==> src/rtl/shift_operand_sequencer.sv <==
// Operand fetch / start / write-back sequencer around the initial shift
// processor of the sparse polynomial multiplier.
//
// Ports:
//   clk, rst            clock, async active-high reset
//   cmd_*               command handshake (shift amount, accumulator index)
//   dense_rd_*          dense polynomial RAM read port (1-cycle latency)
//   acc_rd_*, acc_wr_*  accumulator RAM read / write ports
//   normal_word_*, acc_word_i, shift, acc_shift_idx, start_process
//                       registered operands and start pulse to the processor
//   result, processing_done
//                       processor response
//   done, busy, err     status: completion pulse, busy, sticky error
module shift_operand_sequencer #(
  parameter int WORD_WIDTH     = 32,
  parameter int ADDR_WIDTH     = 10,
  parameter int LAST_WORD_IDX  = 552,
  parameter int LAST_WORD_BITS = 5,
  parameter int DONE_TIMEOUT   = 15
) (
  input  logic                  clk,
  input  logic                  rst,
  input  logic                  cmd_valid,
  output logic                  cmd_ready,
  input  logic [15:0]           cmd_shift,
  input  logic [ADDR_WIDTH-1:0] cmd_acc_idx,
  output logic                  dense_rd_en,
  output logic [ADDR_WIDTH-1:0] dense_rd_addr,
  input  logic [WORD_WIDTH-1:0] dense_rd_data,
  output logic                  acc_rd_en,
  output logic [ADDR_WIDTH-1:0] acc_rd_addr,
  input  logic [WORD_WIDTH-1:0] acc_rd_data,
  output logic [WORD_WIDTH-1:0] normal_word_zero,
  output logic [WORD_WIDTH-1:0] normal_word_551,
  output logic [WORD_WIDTH-1:0] normal_word_552,
  output logic [WORD_WIDTH-1:0] acc_word_i,
  output logic [15:0]           shift,
  output logic [4:0]            acc_shift_idx,
  output logic                  start_process,
  input  logic [WORD_WIDTH-1:0] result,
  input  logic                  processing_done,
  output logic                  acc_wr_en,
  output logic [ADDR_WIDTH-1:0] acc_wr_addr,
  output logic [WORD_WIDTH-1:0] acc_wr_data,
  output logic                  done,
  output logic                  busy,
  output logic                  err
);

  localparam int WDW = $clog2(DONE_TIMEOUT + 1);

  typedef enum logic [2:0] {
    S_IDLE, S_RD0, S_RD1, S_RD2,
    S_CAP, S_START, S_WAIT, S_WRITE
  } state_t;

  state_t state_q, state_d;

  logic [ADDR_WIDTH-1:0] idx_q;
  logic [15:0]           shift_q;
  logic [4:0]            sidx_q;
  logic [WORD_WIDTH-1:0] w0_q, w551_q, w552_q, acc_q;
  logic [WORD_WIDTH-1:0] wdata_q;
  logic [WDW-1:0]        wd_q;
  logic                  err_q;
  logic                  abort_q;
  logic                  live_q;

  logic       accept;
  logic       idx_bad;
  logic       wd_expired;
  logic [4:0] sh5;
  logic [4:0] sidx_d;

  assign accept     = cmd_valid && cmd_ready;
  assign idx_bad    = cmd_acc_idx > ADDR_WIDTH'(LAST_WORD_IDX);
  assign wd_expired = wd_q == WDW'(DONE_TIMEOUT - 1);
  assign sh5        = cmd_shift[4:0];
  assign sidx_d     = (sh5 >= 5'(LAST_WORD_BITS))
                    ? sh5 - 5'(LAST_WORD_BITS) : sh5;

  // State register
  always_ff @(posedge clk or posedge rst) begin
    if (rst) state_q <= S_IDLE;
    else     state_q <= state_d;
  end

  // Next state. Aborted commands (bad index, watchdog) still pass through
  // WRITE so done pulses on the same relative cycle; abort_q masks the write.
  always_comb begin
    state_d = state_q;
    unique case (state_q)
      S_IDLE:  if (accept) state_d = idx_bad ? S_WRITE : S_RD0;
      S_RD0:   state_d = S_RD1;
      S_RD1:   state_d = S_RD2;
      S_RD2:   state_d = S_CAP;
      S_CAP:   state_d = S_START;
      S_START: state_d = S_WAIT;
      S_WAIT:  if (processing_done || wd_expired) state_d = S_WRITE;
      S_WRITE: state_d = S_IDLE;
      default: state_d = S_IDLE;
    endcase
  end

  // Outputs
  always_comb begin
    dense_rd_en   = 1'b0;
    dense_rd_addr = '0;
    acc_rd_en     = 1'b0;
    acc_rd_addr   = '0;
    start_process = 1'b0;
    acc_wr_en     = 1'b0;
    acc_wr_addr   = '0;
    done          = 1'b0;
    unique case (state_q)
      S_RD0: begin
        dense_rd_en = 1'b1;
        acc_rd_en   = 1'b1;
        acc_rd_addr = idx_q;
      end
      S_RD1: begin
        dense_rd_en   = 1'b1;
        dense_rd_addr = ADDR_WIDTH'(LAST_WORD_IDX - 1);
      end
      S_RD2: begin
        dense_rd_en   = 1'b1;
        dense_rd_addr = ADDR_WIDTH'(LAST_WORD_IDX);
      end
      S_START: start_process = 1'b1;
      S_WRITE: begin
        done = 1'b1;
        if (!abort_q) begin
          acc_wr_en   = 1'b1;
          acc_wr_addr = idx_q;
        end
      end
      default: ;
    endcase
  end

  assign cmd_ready        = (state_q == S_IDLE) && live_q;
  assign busy             = state_q != S_IDLE;
  assign err              = err_q;
  assign normal_word_zero = w0_q;
  assign normal_word_551  = w551_q;
  assign normal_word_552  = w552_q;
  assign acc_word_i       = acc_q;
  assign shift            = shift_q;
  assign acc_shift_idx    = sidx_q;
  assign acc_wr_data      = wdata_q;

  // Datapath and status registers
  always_ff @(posedge clk or posedge rst) begin
    if (rst) begin
      idx_q   <= '0;
      shift_q <= '0;
      sidx_q  <= '0;
      w0_q    <= '0;
      w551_q  <= '0;
      w552_q  <= '0;
      acc_q   <= '0;
      wdata_q <= '0;
      wd_q    <= '0;
      err_q   <= 1'b0;
      abort_q <= 1'b0;
      live_q  <= 1'b0;
    end else begin
      // Holds cmd_ready low for the first edge after reset release
      live_q <= 1'b1;
      if (accept) begin
        idx_q   <= cmd_acc_idx;
        shift_q <= cmd_shift;
        sidx_q  <= sidx_d;
        abort_q <= idx_bad;
        if (idx_bad) err_q <= 1'b1;
      end
      if (state_q == S_RD1) begin
        w0_q  <= dense_rd_data;
        acc_q <= acc_rd_data;
      end
      if (state_q == S_RD2) w551_q <= dense_rd_data;
      if (state_q == S_CAP) w552_q <= dense_rd_data;
      if (state_q == S_START) wd_q <= '0;
      if (state_q == S_WAIT) begin
        wd_q <= wd_q + 1'b1;
        if (processing_done) begin
          wdata_q <= result;
        end else if (wd_expired) begin
          err_q   <= 1'b1;
          abort_q <= 1'b1;
        end
      end
    end
  end

endmodule

==> config.mk <==
export PLATFORM = sky130hd
export DESIGN_NAME = shift_operand_sequencer
export DESIGN_NICKNAME = d
export VERILOG_FILES = /design/src/rtl/shift_operand_sequencer.sv
export SDC_FILE = /design/constraint.sdc
export NUM_CORES = 1
export LEC_CHECK = 0
export BUFFER_PORTS_ARGS = -buffer_cell sky130_fd_sc_hd__clkbuf_2
export CAP_MARGIN = 15
export CORE_MARGIN = 3
export CORE_UTILIZATION = 40
export DETAILED_ROUTE_END_ITERATION = 6
export GPL_ROUTABILITY_DRIVEN = 0
export HOLD_SLACK_MARGIN = 0.05
export PLACE_DENSITY = 0.69
export SLEW_MARGIN = 20
export SYNTH_ARGS = -nofsm -noshare
export SYNTH_HDL_FRONTEND = slang
export SYNTH_SLANG_ARGS = --single-unit
==> constraint.sdc <==
create_clock -name clk -period 8.95 [get_ports clk]
set_input_delay 1.79 -clock clk [delete_from_list [all_inputs] [get_ports clk]]
set_output_delay 1.79 -clock clk [all_outputs]
set_load 0.01 [all_outputs]
==> metrics.cfg <==
[status]
outcome = complete, no violations

[logic_synthesis]
synth_seq_cells = 201
synth_area_per_cell_um2 = 15.2
syn_area_mm2 = 0.00818
synth_cell_types = 44
ys_async_sr_fraction_pct = 100
synth-seq-area-share_pct = 61.5
ys.flop_type = dfrtp_1
synth-warning-count = 0
netlist_instances = 539
synth_edf_count = 0

[worst_setup_path]
cp-end-kind = output pin
crit_path_max_fanout = 45
worstPathRequired_ps = 7160
cp-start-kind = flop
path_cells = and2b_1 > and2b_4 > buf_4 > clkbuf_2
crit_family = buffers and inverters
max_stage_delay_ps = 640
cp_slowest_cell = dfrtp_1
cp_data_arrival_time_ps = 2660
crit_type = reg -> out
crit_buf_inv = 2

[placed_design]
place_area_mm2 = 0.0100
dp_hpwl_mm = 14.4
port_buffers = 340

[cts]
clk_pin_slew_ps = 60
cts-resized-gates = 0
cts_tree = yes
clock_sinks = 201
clkLatencyLatePin_ps = 490
hold_buffers = 0
cts_buffer_depth = 3
root_buffer = clkbuf_16
cts_buffers = 22
h-tree-depth = 1
cts_setup_buffers = 0

[timing]
tightest_slew_ps = 826
hold_violations = 0
finalCriticalPeriod_ps = 4450
rsz0062_at_grt = no
fmax_ghz = 0.224
clock_skew_ps = 10.8
fin_crit_sh_pct = 49.8
relSlewSlack_pct = 45.0
slew_viol_final = 0
setup_viol = 0
fin_setup_tns_ps = 0

[floorplanning]
start_util_pct = 41.4
pin_count = 345
fp-row-count = 51
die_w_um = 149
dieHeight_um = 149
floorplan.die_area_mm2 = 0.0222
coreArea_mm2 = 0.0198

[power]
power_leakage_nw = 5.42
peakVddDrop_uv = 166
power_density_mw_per_mm2 = 384

[detailed_routing]
drc = 0
drt-initial-drc-count = 145
dr.pass1.iters = 6
routedWlPerCell_um = 16.8
vias = 5578
wirelength_mm = 19.5
ant_nets = 0
vias_per_cell = 4.81

[finish]
multiInputGateArea_mm2 = 0.00288
nets = 1008
syn_to_final_growth_pct = 32.0
nFillCells = 1686
stdcell_area_mm2 = 0.0108
area.sequential_mm2 = 0.00503
diodes = 0
drive_gt1_share_pct = 58.3

[grt]
grt_pass1_vias = 5693
antenna_found_initial = 0
overflow = 0
grt_use_total_pct = 16.8
grt_first_pass_wirelength_mm = 30.1
grt_max_degree = 122

[flow_run]
maxCapViolations = 0

[worst_hold_path]
worstHoldPathType = reg -> reg

placed cells by master, fill, tap and decap left out, types with 4 or more instances in the layout:
master     count
buf_4          4
nand2b_1       4
mux2_1        58
ha_1           4
nor2_1         4
clkbuf_2     340
nand2_1        8
a21oi_1        6
a31oi_1        4
conb_1         5
nand3_1        5
mux2_2       110
clkinv_2       6
and2_1        21
clkbuf_16     23
dfrtp_1      201
clkbuf_8       5
o21ai_0        7
inv_1         12
mux2_4        19
registers in the layout (all words and copies together) (netlist names):
name	cells
acc_shift_idx	5
acc_word_i	32
shift	16
err	1
abort_q	1
live_q	1
state_q	3
acc_wr_data	32
wd_q	4
normal_word_551	32
idx_q	10
normal_word_zero	32
normal_word_552	32
metrics by stage:
stage | worst slack, ps | std cells | util (%) | hold slack [ps] | power [mW]
floorplan | 1680 | 542 | - | 485 | 2.62
global placement | 5010 | 1118 | 50.7 | 467 | 3.26
detailed placement | 4950 | 1118 | 50.7 | 474 | 3.30
CTS | 4420 | 1158 | 54.4 | 488 | 4.21
global route | 4290 | 1159 | 54.6 | 493 | 4.42
finish | 4500 | 1159 | 54.6 | 484 | 4.15
layout make-up:
type | count | area share (%)
timing repair buffer | 346 | 16.4
tap | 265 | 3.07
sequential | 201 | 46.6
clock buffer | 31 | 6.07
multi-input combinational | 294 | 26.7
inverter | 13 | 0.521
clock inverter | 9 | 0.707
kinds of logic (layout without fill, tap and decap cells):
group | count (synthesis) | count (layout) | share of synthesized area (%)
flip-flops | 201 | 201 | 61.5
multiplexers | 187 | 187 | 26.6
other | 2 | 5 | 0.0918
buffers and inverters | 47 | 399 | 3.61
AND/OR/NAND/NOR | 64 | 64 | 4.74
AO/OA/AOI/OAI | 34 | 34 | 2.86
adder cells (fa/ha/maj) | 4 | 4 | 0.612
metal layers:
layer	GRT usage (%)	part of all wire (%)	up-vias
li1	-	-	2569
met1	20.5	39	2714
met2	29.2	49	260
met3	4.92	9.0	35
met4	4.81	2.5	0
met5	0	0	-
path summary, 6_finish.rpt:
| check | slack (ps) | from | cells after the start | end |
|---|---|---|---|---|
| min reg2reg | 480 | normal_word_zero[5] | 1 | normal_word_zero[5] |
| min | 480 | normal_word_zero[5] | 1 | normal_word_zero[5] |
| min in group asynchronous | 1450 | rst | 2 | acc_wr_data[2] |
| max reg2reg | 6470 | state_q[1] | 4 | normal_word_zero[24] |
| max in group asynchronous | 6220 | rst | 3 | normal_word_zero[1] |
| max | 4500 | state_q[1] | 4 | dense_rd_addr[0] |
cell usage after synthesis (3+ instances only):
cell type  count  area share [%]
a21oi_1        6            0.37
a31oi_1        4            0.31
and2_1        21             1.6
buf_2         11            0.67
buf_4         10            0.92
buf_6          9             1.2
clkbuf_1       3            0.14
dfrtp_1      201              61
ha_1           4            0.61
inv_1         13            0.60
mux2_1        58             8.0
mux2_2       110              15
mux2_4        19             3.5
nand2_1        9            0.41
nand2b_1       4            0.31
nand3_1        5            0.31
nor2_1         4            0.18
nor3_1         3            0.18
o21a_1         3            0.28
o21ai_0        7            0.43
or4_1          3            0.28
report_power, final:
group / leakage, nW / internal (mW) / switching (mW)
logic: 2.67 / 0.825 / 0.794
clock network: 0.365 / 0.540 / 0.348
registers: 2.39 / 1.37 / 0.266
Note: power is estimated with default switching activity, not from simulation.
